--- config.mk ---
export PLATFORM = sky130hd
export DESIGN_NAME = write_back_stage_flat
export DESIGN_NICKNAME = d
export VERILOG_FILES = /design/src/rtl/write_back_stage_pkg.sv /design/src/rtl/write_back_stage_if.sv /design/src/rtl/write_back_stage_load_formatter.sv /design/src/rtl/write_back_stage.sv /design/src/flat_wrapper.sv
export SDC_FILE = /design/constraint.sdc
export NUM_CORES = 1
export LEC_CHECK = 0
export ABC_AREA = 0
export CAP_MARGIN = 25
export CORE_ASPECT_RATIO = 0.8
export CORE_MARGIN = 4
export CORE_UTILIZATION = 37
export CTS_CLUSTER_SIZE = 40
export DETAILED_ROUTE_END_ITERATION = 10
export PLACE_DENSITY_LB_ADDON = 0.25
export SYNTH_ARGS = -nofsm -noshare
export SYNTH_HDL_FRONTEND = slang
export SYNTH_SLANG_ARGS = --single-unit
--- constraint.sdc ---
create_clock -name i_clock -period 2.25 [get_ports i_clock]
set_input_delay 0.45 -clock i_clock [delete_from_list [all_inputs] [get_ports i_clock]]
set_output_delay 0.45 -clock i_clock [all_outputs]
set_load 0.01 [all_outputs]
--- src/rtl/write_back_stage_pkg.sv ---
// Shared pipeline definitions: load-size encodings and the default
// link-register index. Used by decode, memory and write-back stages.
package write_back_stage_pkg;

  typedef enum logic [1:0] {
    LOAD_BYTE   = 2'b00,
    LOAD_HALF   = 2'b01,
    LOAD_WORD   = 2'b10,
    LOAD_WORD_X = 2'b11   // reserved encoding, behaves as a word load
  } load_size_t;

  localparam int DEFAULT_LINK_REGISTER = 31;

endpackage

--- src/rtl/write_back_stage_if.sv ---
// Write-back stage bus.
//   master : MEM-side driver (drives i_*, observes o_*)
//   slave  : write_back_stage (reads i_*, drives o_*)
// o_retire_count exists only when WRITE_BACK_RETIRE_COUNT_EN is defined.
interface write_back_stage_if #(
  parameter int NB_DATA         = 32,
  parameter int NB_REG_ADDRESS  = 5,
  parameter int NB_RETIRE_COUNT = 32
);
  logic                      i_valid;
  logic                      i_stall;
  logic                      i_flush;
  logic                      i_reg_write;
  logic                      i_mem_to_reg;
  logic                      i_jump_link;
  logic                      i_link_to_fixed;
  logic [1:0]                i_load_size;
  logic                      i_load_unsigned;
  logic [1:0]                i_byte_offset;
  logic [NB_DATA-1:0]        i_data_from_memory;
  logic [NB_DATA-1:0]        i_alu_result;
  logic [NB_DATA-1:0]        i_link_address;
  logic [NB_REG_ADDRESS-1:0] i_dest_register;
  logic [NB_DATA-1:0]        o_data_write_back;
  logic [NB_REG_ADDRESS-1:0] o_address_write_back;
  logic                      o_reg_write;
  logic                      o_valid;
`ifdef WRITE_BACK_RETIRE_COUNT_EN
  logic [NB_RETIRE_COUNT-1:0] o_retire_count;
`endif

  modport master (
    output i_valid, i_stall, i_flush, i_reg_write, i_mem_to_reg, i_jump_link,
           i_link_to_fixed, i_load_size, i_load_unsigned, i_byte_offset,
           i_data_from_memory, i_alu_result, i_link_address, i_dest_register,
    input  o_data_write_back, o_address_write_back, o_reg_write, o_valid
`ifdef WRITE_BACK_RETIRE_COUNT_EN
    , input o_retire_count
`endif
  );

  modport slave (
    input  i_valid, i_stall, i_flush, i_reg_write, i_mem_to_reg, i_jump_link,
           i_link_to_fixed, i_load_size, i_load_unsigned, i_byte_offset,
           i_data_from_memory, i_alu_result, i_link_address, i_dest_register,
    output o_data_write_back, o_address_write_back, o_reg_write, o_valid
`ifdef WRITE_BACK_RETIRE_COUNT_EN
    , output o_retire_count
`endif
  );
endinterface

--- src/rtl/write_back_stage_load_formatter.sv ---
// load_formatter: combinational little-endian load alignment.
//   raw_word     in  memory word
//   load_size    in  byte / half / word (11 = word)
//   load_unsigned in zero-extend when 1, else sign-extend
//   byte_offset  in  address bits [1:0]; half loads use bit 1 only
//   formatted    out aligned, extended result
// Requires NB_DATA >= 32.
module load_formatter
  import write_back_stage_pkg::*;
#(
  parameter int NB_DATA = 32
) (
  input  logic [NB_DATA-1:0] raw_word,
  input  load_size_t         load_size,
  input  logic               load_unsigned,
  input  logic [1:0]         byte_offset,
  output logic [NB_DATA-1:0] formatted
);
  logic [7:0]  byte_lane;
  logic [15:0] half_lane;

  assign byte_lane = raw_word[{byte_offset, 3'b000} +: 8];
  assign half_lane = raw_word[{byte_offset[1], 4'b0000} +: 16];

  always_comb begin
    formatted = raw_word;
    unique case (load_size)
      LOAD_BYTE: formatted = {{(NB_DATA-8){byte_lane[7] & ~load_unsigned}}, byte_lane};
      LOAD_HALF: formatted = {{(NB_DATA-16){half_lane[15] & ~load_unsigned}}, half_lane};
      default:   formatted = raw_word;
    endcase
  end
endmodule

--- src/rtl/write_back_stage.sv ---
// write_back_stage: selects write-back data (link / load / ALU), picks the
// destination register and registers both for one cycle of latency.
//   i_clock  : rising-edge clock
//   i_reset  : synchronous active-low reset
//   bus      : write_back_stage_if.slave (MEM-stage slot in, RF write out)
// Optional: WRITE_BACK_RETIRE_COUNT_EN adds a wrapping retire counter
// (bus.o_retire_count).
module write_back_stage
  import write_back_stage_pkg::*;
#(
  parameter int NB_DATA         = 32,
  parameter int NB_REG_ADDRESS  = 5,
  parameter int LINK_REGISTER   = DEFAULT_LINK_REGISTER,
  parameter int NB_RETIRE_COUNT = 32
) (
  input  logic               i_clock,
  input  logic               i_reset,
  write_back_stage_if.slave  bus
);
  logic [NB_DATA-1:0]        load_data;
  logic [NB_DATA-1:0]        next_data;
  logic [NB_REG_ADDRESS-1:0] next_addr;
  logic                      next_we;
  logic                      capture;

  load_formatter #(.NB_DATA(NB_DATA)) u_load_formatter (
    .raw_word      (bus.i_data_from_memory),
    .load_size     (load_size_t'(bus.i_load_size)),
    .load_unsigned (bus.i_load_unsigned),
    .byte_offset   (bus.i_byte_offset),
    .formatted     (load_data)
  );

  always_comb begin
    if (bus.i_jump_link)       next_data = bus.i_link_address;
    else if (bus.i_mem_to_reg) next_data = load_data;
    else                       next_data = bus.i_alu_result;
  end

  assign next_addr = (bus.i_jump_link && bus.i_link_to_fixed)
                   ? NB_REG_ADDRESS'(LINK_REGISTER) : bus.i_dest_register;
  // r0 is hard-wired zero, so a write there is suppressed at capture.
  assign next_we   = bus.i_valid & bus.i_reg_write & (next_addr != '0);
  assign capture   = ~bus.i_stall & ~bus.i_flush;

  // Priority: reset > flush (bubble) > stall (hold) > capture.
  always_ff @(posedge i_clock) begin
    if (!i_reset || bus.i_flush) begin
      bus.o_data_write_back    <= '0;
      bus.o_address_write_back <= '0;
      bus.o_reg_write          <= 1'b0;
      bus.o_valid              <= 1'b0;
    end else if (capture) begin
      bus.o_data_write_back    <= next_data;
      bus.o_address_write_back <= next_addr;
      bus.o_reg_write          <= next_we;
      bus.o_valid              <= bus.i_valid;
    end
  end

`ifdef WRITE_BACK_RETIRE_COUNT_EN
  always_ff @(posedge i_clock) begin
    if (!i_reset)
      bus.o_retire_count <= '0;
    else if (capture && bus.i_valid)
      bus.o_retire_count <= bus.o_retire_count + 1'b1;
  end
`endif
endmodule

--- src/flat_wrapper.sv ---
// flat-port wrapper written by rule: the top's interface ports become plain ports
module write_back_stage_flat import write_back_stage_pkg::*;
#(
  parameter int NB_DATA         = 32,
  parameter int NB_REG_ADDRESS  = 5,
  parameter int LINK_REGISTER   = DEFAULT_LINK_REGISTER,
  parameter int NB_RETIRE_COUNT = 32
)
  (i_clock, i_reset, bus_i_valid, bus_i_stall, bus_i_flush, bus_i_reg_write, bus_i_mem_to_reg, bus_i_jump_link, bus_i_link_to_fixed, bus_i_load_size, bus_i_load_unsigned, bus_i_byte_offset, bus_i_data_from_memory, bus_i_alu_result, bus_i_link_address, bus_i_dest_register, bus_o_data_write_back, bus_o_address_write_back, bus_o_reg_write, bus_o_valid);
  write_back_stage_if #(.NB_DATA(NB_DATA), .NB_REG_ADDRESS(NB_REG_ADDRESS), .NB_RETIRE_COUNT(NB_RETIRE_COUNT)) bus_i ();
  input  logic i_clock;
  input  logic i_reset;
  input wire logic [$bits(bus_i.i_valid)-1:0] bus_i_valid;
  input wire logic [$bits(bus_i.i_stall)-1:0] bus_i_stall;
  input wire logic [$bits(bus_i.i_flush)-1:0] bus_i_flush;
  input wire logic [$bits(bus_i.i_reg_write)-1:0] bus_i_reg_write;
  input wire logic [$bits(bus_i.i_mem_to_reg)-1:0] bus_i_mem_to_reg;
  input wire logic [$bits(bus_i.i_jump_link)-1:0] bus_i_jump_link;
  input wire logic [$bits(bus_i.i_link_to_fixed)-1:0] bus_i_link_to_fixed;
  input wire logic [$bits(bus_i.i_load_size)-1:0] bus_i_load_size;
  input wire logic [$bits(bus_i.i_load_unsigned)-1:0] bus_i_load_unsigned;
  input wire logic [$bits(bus_i.i_byte_offset)-1:0] bus_i_byte_offset;
  input wire logic [$bits(bus_i.i_data_from_memory)-1:0] bus_i_data_from_memory;
  input wire logic [$bits(bus_i.i_alu_result)-1:0] bus_i_alu_result;
  input wire logic [$bits(bus_i.i_link_address)-1:0] bus_i_link_address;
  input wire logic [$bits(bus_i.i_dest_register)-1:0] bus_i_dest_register;
  output wire logic [$bits(bus_i.o_data_write_back)-1:0] bus_o_data_write_back;
  output wire logic [$bits(bus_i.o_address_write_back)-1:0] bus_o_address_write_back;
  output wire logic [$bits(bus_i.o_reg_write)-1:0] bus_o_reg_write;
  output wire logic [$bits(bus_i.o_valid)-1:0] bus_o_valid;
  assign bus_i.i_valid = bus_i_valid;
  assign bus_i.i_stall = bus_i_stall;
  assign bus_i.i_flush = bus_i_flush;
  assign bus_i.i_reg_write = bus_i_reg_write;
  assign bus_i.i_mem_to_reg = bus_i_mem_to_reg;
  assign bus_i.i_jump_link = bus_i_jump_link;
  assign bus_i.i_link_to_fixed = bus_i_link_to_fixed;
  assign bus_i.i_load_size = bus_i_load_size;
  assign bus_i.i_load_unsigned = bus_i_load_unsigned;
  assign bus_i.i_byte_offset = bus_i_byte_offset;
  assign bus_i.i_data_from_memory = bus_i_data_from_memory;
  assign bus_i.i_alu_result = bus_i_alu_result;
  assign bus_i.i_link_address = bus_i_link_address;
  assign bus_i.i_dest_register = bus_i_dest_register;
  assign bus_o_data_write_back = bus_i.o_data_write_back;
  assign bus_o_address_write_back = bus_i.o_address_write_back;
  assign bus_o_reg_write = bus_i.o_reg_write;
  assign bus_o_valid = bus_i.o_valid;
  write_back_stage #(.NB_DATA(NB_DATA), .NB_REG_ADDRESS(NB_REG_ADDRESS), .LINK_REGISTER(LINK_REGISTER), .NB_RETIRE_COUNT(NB_RETIRE_COUNT)) u_core (.i_clock(i_clock), .i_reset(i_reset), .bus(bus_i));
endmodule
# ---- Yosys cells after proc, flatten, opt, wreduce, memory -nomap -nowiden
# Index checks and enable logic that the tools add are counted.
dict set report op_classes {
  shifts 2
  bitwise 8
  div_mod_pow 0
  multipliers 0
  mux 4
  add_sub_neg 0
  n_eq_ne 1
  reduce_logical 5
  magnitude_cmp 0
}
# op count
set op_table {}
lappend op_table {{32-bit 2-to-1 mux} 2}
lappend op_table {{32-bit one-hot mux with 2 select lines} 1}
lappend op_table {{32-bit by 6-bit variable part select with 16-bit output} 1}
lappend op_table {{32-bit by 6-bit variable part select with 8-bit output} 1}
lappend op_table {{1-bit bitwise AND} 5}
lappend op_table {{5-bit 2-to-1 mux} 1}
lappend op_table {{5-bit nonzero test} 1}
lappend op_table {{1-bit NOT} 3}
lappend op_table {{2-bit by 1-bit == test with 1-bit output, second input constant} 1}
lappend op_table {{2-bit zero test} 1}
lappend op_table {{1-bit logical AND} 1}
lappend op_table {{1-bit zero test} 1}
lappend op_table {{1-bit logical OR} 1}
dict set report totals {
  elab_cells 24
  register_bits 39
  mem_bits_rw 0
  latchBits 0
  rom_bits 0
  mem_count 0
}

# ---- Logic depth before layout (Yosys ltp)
# Gate-level depths: netlist (run 1).
dict set report logic_depth {
  depth_word 5
  depth_mapped 6
}

# ---- Hierarchy
# From an unflattened synthesis (run 1), not the netlist that was laid out.
dict set report hier_totals {
  cells_unflattened 332
  hier_area_um2 2836.5
}
# module seq_area_each_um2 cells_per_inst area_each_um2 n_inst
set modules_own_cells {}
lappend modules_own_cells {write_back_stage 780.7 215 2122.0 1}
lappend modules_own_cells {load_formatter 0.0 117 714.4 1}

# ---- Worst setup path after synthesis (run 1)
# OpenSTA, ideal clock, no wires.
dict set report synth_path {
  path_kind {input to register}
  start {in bus_i_byte_offset[1]}
  end {reg u_core.bus.o_data_write_back[6]}
  cell_stages 6
  arrival_time_ns 1.704
  required_ns 2.131
  setup_slack_ns 0.428
  path_cell_list {buf_6 buf_2 mux2_2 a221oi_1 nor3_1 o221a_2}
}
dict set report synth_via {
  elab_chain_len 4
}
# element line
set synth_rtl {}
lappend synth_rtl {{start: declaration} flat_wrapper.sv:22} ;# input wire logic [$bits(bus_i.i_byte_offset)-1:0] bus_i_byte_offset;
lappend synth_rtl {{32-bit by 6-bit variable part select with 16-bit output / 32-bit by 6-bit variable part select with 8-bit output (equally long branches)} {write_back_stage_load_formatter.sv:23, write_back_stage_load_formatter.sv:22}}
lappend synth_rtl {{32-bit one-hot mux with 2 select lines *} write_back_stage_load_formatter.sv:27} ;# unique case (load_size)
lappend synth_rtl {{32-bit 2-to-1 mux *} write_back_stage.sv:36} ;# else if (bus.i_mem_to_reg) next_data = load_data;
lappend synth_rtl {{32-bit 2-to-1 mux *} write_back_stage.sv:35} ;# if (bus.i_jump_link) next_data = bus.i_link_address;
lappend synth_rtl {{end signal: assignment} write_back_stage.sv:54} ;# bus.o_data_write_back <= next_data;
lappend synth_rtl {{end: declaration} write_back_stage_if.sv:46} ;# output o_data_write_back, o_address_write_back, o_reg_write, o_valid
# Every way passes the cells marked *; elsewhere a longest branch is shown, timed or not.
# A chain may end at the register's enable or synchronous reset.

# ---- Worst setup path after layout (run 1)
dict set report layout_path {
  start {in bus_i_byte_offset[1]}
  end {reg u_core.bus.o_data_write_back[11]}
}
dict set report layout_via {
  elab_chain_len 5
}
# element line
set layout_rtl {}
lappend layout_rtl {{32-bit by 6-bit variable part select with 8-bit output} write_back_stage_load_formatter.sv:22} ;# assign byte_lane = raw_word[{byte_offset, 3'b000} +: 8];
lappend layout_rtl {{1-bit bitwise AND} write_back_stage_load_formatter.sv:28} ;# LOAD_BYTE: formatted = {{(NB_DATA-8){byte_lane[7] & ~load_unsigned}}, byte_lane};
lappend layout_rtl {{32-bit one-hot mux with 2 select lines *} write_back_stage_load_formatter.sv:27}
lappend layout_rtl {{32-bit 2-to-1 mux *} write_back_stage.sv:36}
lappend layout_rtl {{32-bit 2-to-1 mux *} write_back_stage.sv:35}
# Marked as above.

==> run metrics, run 1 <==
Relative slew margins 0.329; Hold Path Origin u_core.bus.o_valid; Syn Inst Count 299; CP Capture Type flip-flop; run status completed; fin util 0.671; Leak around 1.6 nW; most common flop cell mapped by yosys dfxtp_1; crit share post-route 0.893; CP Data Arrival Time 2.21 ns; initial antenna violation count 0; Ys Warns 0; Seq. cell area 781 um^2; Max stage delay on crit path roughly 0.47 ns; CP Data Required Time between 2 and 2.5 ns; Cell Chain, Critical Path clkdlybuf4s50_1, buf_4, mux2_2, a221oi_2, buf_4, a21oi_1, o211a_1; CTS Buffer Depth 2; worst slew pin tran 1.00 ns; Worst Skew 0 ns; cts bufs inserted 5; Seq/Total Area, Yosys 0.314; H-tree depth 2; maximum vdd drop 0.237 mV; Post-CTS Hold Buffers 0; hold depth 2; Tot Pwr 1.86 mW; Worst Setup Start Kind input pin; Rows 26; Die Width ~100 um; crit path from bus_i_byte_offset[1]; TritonCTS clock tree built; vias in the first global route 3325; Die ar. a little over 8000 um^2; Max Cap Violations 0; share of cells above drive strength 1 0.142; starting density of the core 0.386; distinct cell type count after synthesis 41; # fillers 546; minimum clock period roughly 2 ns; final hold vios 0; WS Path Type in2reg; 1st-pass router iterations 5; Global Route Usage Sum 0.262; Syn-to-layout area delta 73.9%; setup bufs post-CTS 0; initial DRC count around 200; core area ~6400 um^2; Setup crit end u_core.bus.o_data_write_back[11]; syn avg cell area 8.31 um^2; Die Height 81.3 um; Layout Nets 578; Root Buffer clkbuf_8; Post-route DRC 0; first-pass GRT wire length 16700 um; R2R depth 2; Setup WS pre-CTS -0.0491 ns; Routed WL roughly 11000 um; Multi-input gate area 1560 um^2; worst hold path type reg2reg; Final ANT Viol Nets 0; WL per Instance between 15 and 20 um; total clock sinks 39; Via density ~6.0; maximum clock frequency about 0.50 GHz; buffers added on ports approximately 150; PwrDens about 430 nW/um^2; largest net degree at the start of global routing 27; reg2reg end u_core.bus.o_data_write_back[15]; Top-Level Pins 154; crit path max-delay cell type clkdlybuf4s50_1; ys async rst share 0; EDFF count, synth 0; Most common cell on crit path buf_4; DP Cell Count 540; clock-pin slew on the worst setup and hold paths 0.08 ns; RSZ-0062 raised after global routing no; maximum net fanout on the critical path 8; setup slack, reg-to-reg 1.50 ns; overflow left after global routing 0; Antenna Cells 0; final cell count without fillers roughly 550; final hold slack 0.457 ns; Finish-stage setup viols 0; post-synthesis register bit count 39; Placer Congestion approximately 0.89; DR vias between 3000 and 4000; Synth Net Count 414; worst setup margin ~0.24 ns; Max Slew Vio Count 0; Post-CTS Resized 0; Syn Std Cell Area 2490 um^2; hpwl dp 8330 um; reg-to-reg critical path startpoint u_core.bus.o_data_write_back[15]; worst-skew pair later-pin latency around 0.30 ns
-- cells in the mapped netlist (2+ instances only) --
cell type   n  area, um^2
a221oi_1    9        78.8
buf_6       3        33.8
nand2_1    21        78.8
o211a_1     7        70.1
a211oi_1    2        15.0
buf_2       2        10.0
a22oi_1     7        52.6
nand2b_1    2        12.5
mux2i_1     7        70.1
clkinv_1    2        7.51
dfxtp_1    39         781
a221o_1    15         150
clkbuf_1   23        86.3
o221a_2    11         124
mux2_2      8        90.1
o21ai_0    24         120
inv_1       3        11.3
nor3_1      8        40.0
a21oi_1    21         105
o31ai_1     7        52.6
and3_1      2        12.5
o22ai_1    39         244
nor2_1     19        71.3
-- cell type report --
class | instances | share of cell area
inverter | 5 | 0.00434
sequential | 39 | 0.181
clock inverter | 2 | 0.00289
multi-input combinational | 226 | 0.360
timing repair buffer | 186 | 0.411
clock buffer | 6 | 0.0168
tap | 84 | 0.0243
-- kinds of logic after synthesis --
| logic type | count (synthesis) | share of synthesized area |
|---|---|---|
| compound gates | 149 | 0.436 |
| buf+inv | 34 | 0.0614 |
| flops | 39 | 0.314 |
| simple gates | 61 | 0.118 |
| mux | 16 | 0.0705 |
-- where the power goes --
group / switching (mW) / leakage, nW / internal [mW] / total [mW]
sequential: 0.0156 / 0.318 / 0.719 / 0.735
clock: 0.269 / 0.0412 / 0.217 / 0.487
combinational: 0.271 / 1.28 / 0.370 / 0.641
-- layout by cell type, fill, tap and decap left out, drive strengths merged, types with 7 or more instances in the layout --
cell type        n
o211a            7
o22ai           39
a221oi          10
mux2i            7
clkdlybuf4s50  153
a21oi           21
o31ai            7
nand2           21
dfxtp           39
buf             33
nor3             8
a221o           15
o21ai           24
mux2             9
a22oi            7
nor2            19
o221a           11
-- metrics by stage --
step | TNS [ns] | cell area [um^2]
4_1_cts | 0 | 4320
3_5_place_dp | -0.753 | 4240
2_1_floorplan | 0 | 2490
5_1_grt | 0 | 4320
6_report | 0 | 4320
3_3_place_gp | -0.0512 | 4240
-- worst min-delay path by stage --
stage	endpoint	slack, ns
4_1_cts	u_core.bus.o_valid	0.46
2_1_floorplan	u_core.bus.o_reg_write	0.48
6_report	u_core.bus.o_valid	0.46
5_1_grt	u_core.bus.o_valid	0.50
3_3_place_gp	u_core.bus.o_reg_write	0.44
3_5_place_dp	u_core.bus.o_valid	0.45
-- state kept, by name, indices dropped and copies added (netlist names) --
signal / count
u_core.bus.o_data_write_back: 32
u_core.bus.o_reg_write: 1
u_core.bus.o_valid: 1
u_core.bus.o_address_write_back: 5
-- routing by layer --
| metal | global-route usage | vias to the layer above | wire length (um) |
|---|---|---|---|
| met5 | 0 | - | 0 |
| met4 | 0.0791 | 0 | 161 |
| met3 | 0.0627 | 17 | 965 |
| met2 | 0.438 | 171 | 4990 |
| met1 | 0.335 | 1567 | 4650 |
| li1 | - | 1525 | - |
-- worst max-delay path, delay by kind of cell --
family                 cells  cell delay [ns]
buffers and inverters      3             0.84
AOI/OAI and AO/OA          3             0.54
muxes                      1             0.38
Note: power is estimated with default switching activity, not from simulation.
==> run 2, diff against run 1 <==
CORE_UTILIZATION = 40   (was 37)
SYNTH_HIERARCHICAL = 1   (was not set)
==> run metrics, run 2 <==
Syn Std Cell Area 2840 um^2; Routed WL 10300 um; cts bufs inserted 5; 1st-pass router iterations 5; Relative slew margins 0.695; buffers added on ports 153; R2R depth 2; largest area contributor in the netlist dfxtp_1; mux contribution to synthesized area 0.156; Reg power frac 0.382; RSZ-0062 raised after global routing no; core area between 6000 and 7000 um^2; Synth Net Count 447; crit share post-route 0.956; final hold vios 0; Post-Synth Adder-Cell Area 0; distinct cell type count after synthesis 35; worst slew pin tran around 0.46 ns; largest family of logic cells by synthesized area compound AO/OA/AOI/OAI gates; worst setup margin 0.0985 ns; Tot Pwr 1.94 mW; Worst Skew 0 ns; most frequent cells after synthesis 54 x a21oi_1, 39 x dfxtp_1, 33 x mux2i_1; Die Width 102 um; Setup WS pre-CTS -0.256 ns; Syn-to-layout area delta 60.8%; worst hold path type reg2reg; run status completed; vias in the first global route 3050; largest net degree at the start of global routing between 50 and 60; clock power share 0.270; Final ANT Viol Nets 0; Max Slew Vio Count 0; Post-CTS Resized 0; sw frac 0.295; Antenna Cells 0; Top-Level Pins 154; CP Data Arrival Time 2.34 ns; maximum clock frequency 0.465 GHz; ys async rst share 0; cell with the most instances after synthesis a21oi_1; Root Buffer clkbuf_8; minimum clock period 2.15 ns; reg2reg end u_core/bus.o_data_write_back[30]; CP Capture Type flip-flop; Leak 1.98 nW; CP Data Required Time 2.44 ns; Placer Congestion 0.892; hold depth 2; Post-CTS Hold Buffers 0; EDFF count, synth 0; most common flop cell mapped by yosys dfxtp_1; total clock sinks 39; Rows 27; PwrDens 426 nW/um^2; Synth Area in Compound Gates 0.298; overflow left after global routing 0; Die Height 83.3 um; Hold Path Origin u_core/bus.o_reg_write; P_int 1.37 mW; Biggest register u_core/bus.o_data_write_back; part of the power in combinational logic 0.349; biggest regs u_core/bus.o_data_write_back (32), u_core/bus.o_address_write_back (5); Switch Pwr 0.574 mW; initial antenna violation count 0; Ys Warns 6; Die ar. 8510 um^2; final hold slack 0.466 ns; WL per Instance between 15 and 20 um; Post-route DRC 0; simple-gate portion of the synthesized area 0.186; CTS Buffer Depth 2; Finish-stage setup viols 0; Worst Setup Start Kind input pin; most common cell after layout, fill and taps aside clkdlybuf4s50_1; xor and xnor fraction of the mapped netlist area 0; hpwl dp between 8000 and 9000 um; Synth area leaders dfxtp_1 28%, mux2i_1 12%, o211a_1 11%; first-pass GRT wire length ~16000 um; max reg flops 32; TritonCTS clock tree built; Global Route Usage Sum 0.230; fin util 0.662; Layout Nets 595; initial DRC count 194; share of cells above drive strength 1 0.127; post-synthesis register bit count 39; setup bufs post-CTS 0; clock-pin slew on the worst setup and hold paths 0.08 ns; maximum net fanout on the critical path 16; setup slack, reg-to-reg 1.51 ns; WS Path Type in2reg; starting density of the core 0.412; H-tree depth 2; Seq/Total Area, Yosys 0.275; worst-skew pair later-pin latency 0.29 ns; Via density 5.48; Syn Inst Count 332; maximum vdd drop 0.218 mV; reg-to-reg critical path startpoint u_core/bus.o_data_write_back[30]; DR vias 3113; setup_tns 0 ns; Synth top area share 0.275; Max Cap Violations 0; sink of the worst hold path u_core/bus.o_reg_write; commonest non-fill, non-tap cells in the layout 152 x clkdlybuf4s50_1, 53 x a21oi_1, 39 x dfxtp_1; syn avg cell area 8.54 um^2
==> run 2: cell count changes after synthesis, moves of 11 or more <==
cell	previous run	this run
o21ai_0	24	7
a221o_1	15	0
mux2i_1	7	33
o211a_1	7	30
o221a_2	11	0
clkbuf_1	23	7
nand3b_1	1	30
o22ai_1	39	3
a21oi_1	21	54
==> run 2: stage by stage <==
step / cell area, um^2 / std cells
finish: 4560 / 568
global route: 4560 / 568
CTS: 4550 / 568
detailed placement: 4450 / 560
global placement: 4450 / 560
floorplan: 2840 / 332
==> run 2: area by class of cell <==
cell class                 instances  area, um^2
timing repair buffer             176        1740
inverter                           3        11.3
multi-input combinational        255        1830
sequential                        39         781
clock buffer                       6        82.6
tap                               87         109
fill                             607        2330
clock inverter                     2        13.8
==> run 2: per-layer routing <==
metal | routed length, um | GRT usage | vias to the layer above
li1 | - | - | 1520
met1 | 4780 | 0.336 | 1454
met2 | 4530 | 0.342 | 131
met3 | 916 | 0.0596 | 8
met4 | 76 | 0.0405 | 0
met5 | 0 | 0 | -
==> run 2: worst max-delay path by stage <==
stage / startpoint / to / slack [ns] / depth (start not counted)
3_5_place_dp: bus_i_byte_offset[1] / u_core/bus.o_data_write_back[0] / -0.26 / 8
6_report: bus_i_byte_offset[1] / u_core/bus.o_data_write_back[22] / 0.1 / 9
3_3_place_gp: bus_i_byte_offset[1] / u_core/bus.o_data_write_back[0] / -0.25 / 8
2_1_floorplan: bus_i_load_size[1] / u_core/bus.o_data_write_back[23] / 0.43 / 10
4_1_cts: bus_i_byte_offset[1] / u_core/bus.o_data_write_back[0] / 0.05 / 8
5_1_grt: bus_i_byte_offset[1] / u_core/bus.o_data_write_back[22] / 0.01 / 9
==> run 2: critical path, stage by stage <==
cell             delay, ns
clkdlybuf4s50_1       0.52
mux2_2                0.38
a21oi_2               0.18
and2_4                0.17
buf_12                0.14
a21oi_1               0.07
mux2i_1               0.19
a21oi_1               0.09
o211a_1               0.14
==> run 2: kinds of logic (layout without fill, tap and decap cells) <==
| group | count (synthesis) | after routing |
|---|---|---|
| compound gates | 121 | 121 |
| buf+inv | 38 | 187 |
| flops | 39 | 39 |
| mux | 43 | 43 |
| simple gates | 91 | 91 |
==> run 2: power groups by stage <==
stage | combinational [mW] | sequential [mW] | clock, mW
4_1_cts | 0.671 | 0.742 | 0.531
3_3_place_gp | 0.660 | 0.756 | 0
5_1_grt | 0.726 | 0.745 | 0.561
2_1_floorplan | 0.300 | 0.770 | 0
3_5_place_dp | 0.668 | 0.757 | 0
6_report | 0.678 | 0.741 | 0.524
==> run 3, diff against run 2 <==
MAX_ROUTING_LAYER = met4   (was not set)
==> run metrics, run 3 (synthesized netlist as in run 2, its figures left out) <==
H-tree depth 2; Worst Skew 0 ns; overflow left after global routing 0; RSZ-0062 raised after global routing no; total clock sinks 39; cts bufs inserted 5; Tot Pwr approximately 2 mW; Die Height 83.3 um; Max Slew Vio Count 0; Final ANT Viol Nets 0; minimum clock period 2.14 ns; final hold vios 0; CP Data Required Time 2.45 ns; Biggest register u_core/bus.o_data_write_back; DP Area ~4500 um^2; commonest non-fill, non-tap cells in the layout 152 x clkdlybuf4s50_1, 54 x a21oi_1, 39 x dfxtp_1; Rows 27; Global Route Usage Sum 0.244; worst-skew pair later-pin latency 0.29 ns; first-pass GRT wire length 16100 um; Antenna Cells 0; initial antenna violation count 0; max reg flops 32; final hold slack 0.456 ns; CP Data Arrival Time 2.34 ns; setup bufs post-CTS 0; # fillers ~600; Root Buffer clkbuf_8; most common cell after layout, fill and taps aside clkdlybuf4s50_1; maximum vdd drop around 0.37 mV; Worst Setup Start Kind input pin; worst hold path type reg2reg; DR vias 3055; Die Width 102 um; Post-route DRC 0; 1st-pass router iterations 4; Layout Nets ~600; Top-Level Pins 154; largest net degree at the start of global routing 41; clock-pin slew on the worst setup and hold paths approximately 0.090 ns; crit share post-route 0.952; Seq. cell area 781 um^2; buffers added on ports 153; Leak 1.99 nW; starting density of the core 0.412; Max Cap Violations 0; hpwl dp 8070 um; maximum net fanout on the critical path 16; Post-CTS Resized 0; Multi-input gate area 1820 um^2; PwrDens 430 nW/um^2; maximum clock frequency 0.467 GHz; WS Path Type in2reg; core area 6890 um^2; Die ar. 8510 um^2; Final Cell Area approximately 4600 um^2; CTS Buffer Depth 2; Finish-stage setup viols 0; worst slew pin tran a little under 0.5 ns; Syn-to-layout area delta 61.3%; Routed WL approximately 10000 um; WL per Instance 18.1 um; Placer Congestion between 0.8 and 0.9; Post-CTS Hold Buffers 0; TritonCTS clock tree built; initial DRC count 115; vias in the first global route between 3000 and 4000; biggest regs u_core/bus.o_data_write_back (32), u_core/bus.o_address_write_back (5); Via density 5.35; CP Capture Type flip-flop; Relative slew margins 0.669; setup_tns 0 ns; share of cells above drive strength 1 0.126; run status completed
-- run 3: worst paths after layout --
check                                   start                          endpoint  slack [ns]  cells after the start
min reg2reg            u_core/bus.o_reg_write            u_core/bus.o_reg_write        0.46                      2
max reg2reg  u_core/bus.o_data_write_back[31]  u_core/bus.o_data_write_back[31]        1.52                      2
max                      bus_i_byte_offset[1]  u_core/bus.o_data_write_back[25]        0.11                      9
min                    u_core/bus.o_reg_write            u_core/bus.o_reg_write        0.46                      2
-- run 3: area by class of cell --
class,count,area share
tap,87,0.0238
sequential,39,0.171
clock inverter,2,0.00301
clock buffer,6,0.0181
inverter,3,0.00246
multi-input combinational,255,0.397
timing repair buffer,179,0.385
-- run 3: power by group --
part	switching, mW	total [mW]	internal [mW]
combinational	0.283	0.681	0.398
clock	0.292	0.544	0.252
sequential	0.0177	0.741	0.723
total	0.593	1.97	1.37
-- run 3: worst max-delay path: stages --
cell and delay, ns:
clkdlybuf4s50_1 0.52, mux2_2 0.36, a21oi_1 0.19, and2_4 0.18
buf_12 0.14, a21oi_2 0.05, mux2i_1 0.20, a21oi_1 0.10
o211a_1 0.14
-- run 3: layer usage --
layer | vias to the layer above | part of all wire | global-route usage
li1 | 1524 | - | -
met5 | - | 0 | -
met1 | 1414 | 0.48 | 0.353
met2 | 108 | 0.44 | 0.355
met3 | 9 | 0.077 | 0.0504
met4 | 0 | 0.0079 | 0.0405
-- run 3: stage by stage --
stage | utilization | cells | setup WS (ns)
after floorplan | - | 332 | 0.428
after global placement | 0.649 | 563 | -0.180
after detailed placement | 0.649 | 563 | -0.221
after CTS | 0.663 | 571 | 0.101
after global routing | 0.664 | 571 | 0.0130
final | 0.664 | 571 | 0.109
==> edit (settings of run 2) <==
`NB_REG_ADDRESS` is set to 5 in 3 places; all go to 6.
--- a/src/rtl/write_back_stage_if.sv
+++ b/src/rtl/write_back_stage_if.sv
@@ -5,5 +5,5 @@
 interface write_back_stage_if #(
   parameter int NB_DATA         = 32,
-  parameter int NB_REG_ADDRESS  = 5,
+  parameter int NB_REG_ADDRESS  = 6,
   parameter int NB_RETIRE_COUNT = 32
 );
--- a/src/rtl/write_back_stage.sv
+++ b/src/rtl/write_back_stage.sv
@@ -10,5 +10,5 @@
 #(
   parameter int NB_DATA         = 32,
-  parameter int NB_REG_ADDRESS  = 5,
+  parameter int NB_REG_ADDRESS  = 6,
   parameter int LINK_REGISTER   = DEFAULT_LINK_REGISTER,
   parameter int NB_RETIRE_COUNT = 32
--- a/src/flat_wrapper.sv
+++ b/src/flat_wrapper.sv
@@ -3,5 +3,5 @@
 #(
   parameter int NB_DATA         = 32,
-  parameter int NB_REG_ADDRESS  = 5,
+  parameter int NB_REG_ADDRESS  = 6,
   parameter int LINK_REGISTER   = DEFAULT_LINK_REGISTER,
   parameter int NB_RETIRE_COUNT = 32
Ports: changed (resized bus_i_dest_register and bus_o_address_write_back); port bits go from 154 to 156. The function was not compared with the original's and may differ.
==> edit against run 2 <==
  * Sequential cell count up 1
  * Synthesized cell count up 1.2%
  * Fmax up 1.3%
  * Routed wire length down 1.7%
  * Synthesized area up 0.53%
  * Via count up 0.67%
  * Power down 0.12%
  * Final area up 2.3%
  * Setup slack better by 0.027 ns
  * Critical endpoint is now u_core/bus.o_data_write_back[20]$_SDFFE_PP0P_
  * First-iteration DRC count down 30%
  * Combinational power up 2%
  * Global-route usage about the same
  * Sequential share of layout area about the same
==> edit: results (changes against run 2) <==
Outcome
The flow ran to the end, and the final reports show no timing, DRC or antenna violations.

Cells and area
The area of the multi-input gates is 1830 um2 (+0.34%). The total of clock buffers placed in the layout is 7 (+1). The final instance area is 4670 um2 (+2.3%). The count of nets after finishing is 610 (+2.5%). The final-layout clock-cell area share is 0.0182 (-0.00288). The fraction of standard cell area that is sequential is 0.172 (+0.000482). The proportion of final cell area spent on non-clock buffers is 0.392 (+0.0114). The number of fill cells in the layout is 603 (-0.66%). The multi-input combinational cell count is 259 (+1.6%). The number of buffers other than clock buffers in the final layout came to 186 (+5.7%).

The fraction of final layout cells sized beyond drive strength 1 came to 0.127 (+0.000454).

Routing
The detailed-routed wire length on met2 is 4510 um (-0.38%). The total length of routed met3 wires is 858 um (-6.3%). The iteration count of the initial detailed-routing pass is 4 (-1). The first-iteration detailed-routing DRC count is 135 (-30%). The wire length per cell came to 17.4 um (-4.0%). The wire length on met1 is 4650 um (-2.9%).

Synthesis
The average cell area after synthesis is 8.49 um2 (-0.67%). The part of the Yosys area used for sequential elements is 0.281 (+0.00557). Sorting the synthesized cells by area gives the leading types as sky130_fd_sc_hd__dfxtp_1 28%, sky130_fd_sc_hd__mux2i_1 12%, sky130_fd_sc_hd__o211a_1 11%.

The number of distinct library cells after synthesis came to 32 (-8.6%). After synthesis, the most frequently instantiated cells are 58 x sky130_fd_sc_hd__a21oi_1, 40 x sky130_fd_sc_hd__dfxtp_1, 33 x sky130_fd_sc_hd__mux2i_1.

Pwr
The leakage power total came to 0.00202 uW (+1.7%). The design internal power was 1370 uW (about the same). The maximum vdd drop was 250 uV (+15%).

The sequential cell fraction of total power is 0.391 (+0.009).

Min path
The startpoint identified for the worst hold timing path is u_core/bus.o_address_write_back[5]$_SDFFE_PP0P_.

Global route
The global-route wire length before repair came to 15800 um (+0.44%). The met2 track utilization from global routing came to 0.363 (+0.0212). The routing usage on met1 came to 0.318 (-0.0173). The overall track demand over capacity in global routing is 0.229 (-0.000460).

Critical path
The startpoint of the worst register-to-register path is u_core/bus.o_reg_write$_SDFFE_PP0P_.

Timing
The slew at the pin closest to its max-slew limit is 0.384 ns (-0.0720 ns).

Placement
The placed instance area was 4580 um2 (+2.8%). The final RePlAce weighted congestion is 0.879 (-1.5%). The number of port buffers is 155 (+1.3%).
-- edit: cell types whose count changed after synthesis, sizes merged, moves of 3 or more --
cell,before,now
nor2,10,3
buf,28,22
clkbuf,7,13
a21oi,64,68
nand2,27,30
o21ai,8,11
-- edit: worst max-delay path, cell delays in order --
cell and delay, ns:
sky130_fd_sc_hd__clkdlybuf4s50_1 0.55, sky130_fd_sc_hd__mux2_2 0.37, sky130_fd_sc_hd__a21oi_1 0.19, sky130_fd_sc_hd__and2_4 0.18, sky130_fd_sc_hd__buf_12 0.14, sky130_fd_sc_hd__a21oi_1 0.05
sky130_fd_sc_hd__mux2i_1 0.16, sky130_fd_sc_hd__a21oi_1 0.09, sky130_fd_sc_hd__o211a_1 0.13
-- edit: cell families (layout without fill, tap and decap cells) --
kind of cell / count (synthesis) / in the layout / synth area share
AO/OA/AOI/OAI: 128 / 128 / 0.308
buffers and inverters: 37 / 196 / 0.0768
flip-flops: 40 / 40 / 0.281
multiplexers: 43 / 43 / 0.155
AND/OR/NAND/NOR: 88 / 88 / 0.179
-- edit: path summary, 6_finish.rpt --
path,endpoint,slack (ns),cells after the start
setup / recovery,u_core/bus.o_data_write_back[20]$_SDFFE_PP0P_,0.13,9
hold / removal,u_core/bus.o_address_write_back[5]$_SDFFE_PP0P_,0.45,2
setup reg to reg,u_core/bus.o_reg_write$_SDFFE_PP0P_,1.31,3
hold reg to reg,u_core/bus.o_address_write_back[5]$_SDFFE_PP0P_,0.45,2
-- edit: per-stage QoR --
step                setup WS (ns)  cells
floorplan                   0.428    336
global placement           -0.152    574
detailed placement         -0.209    574
CTS                         0.100    582
global route              0.00771    582
finish                      0.126    582
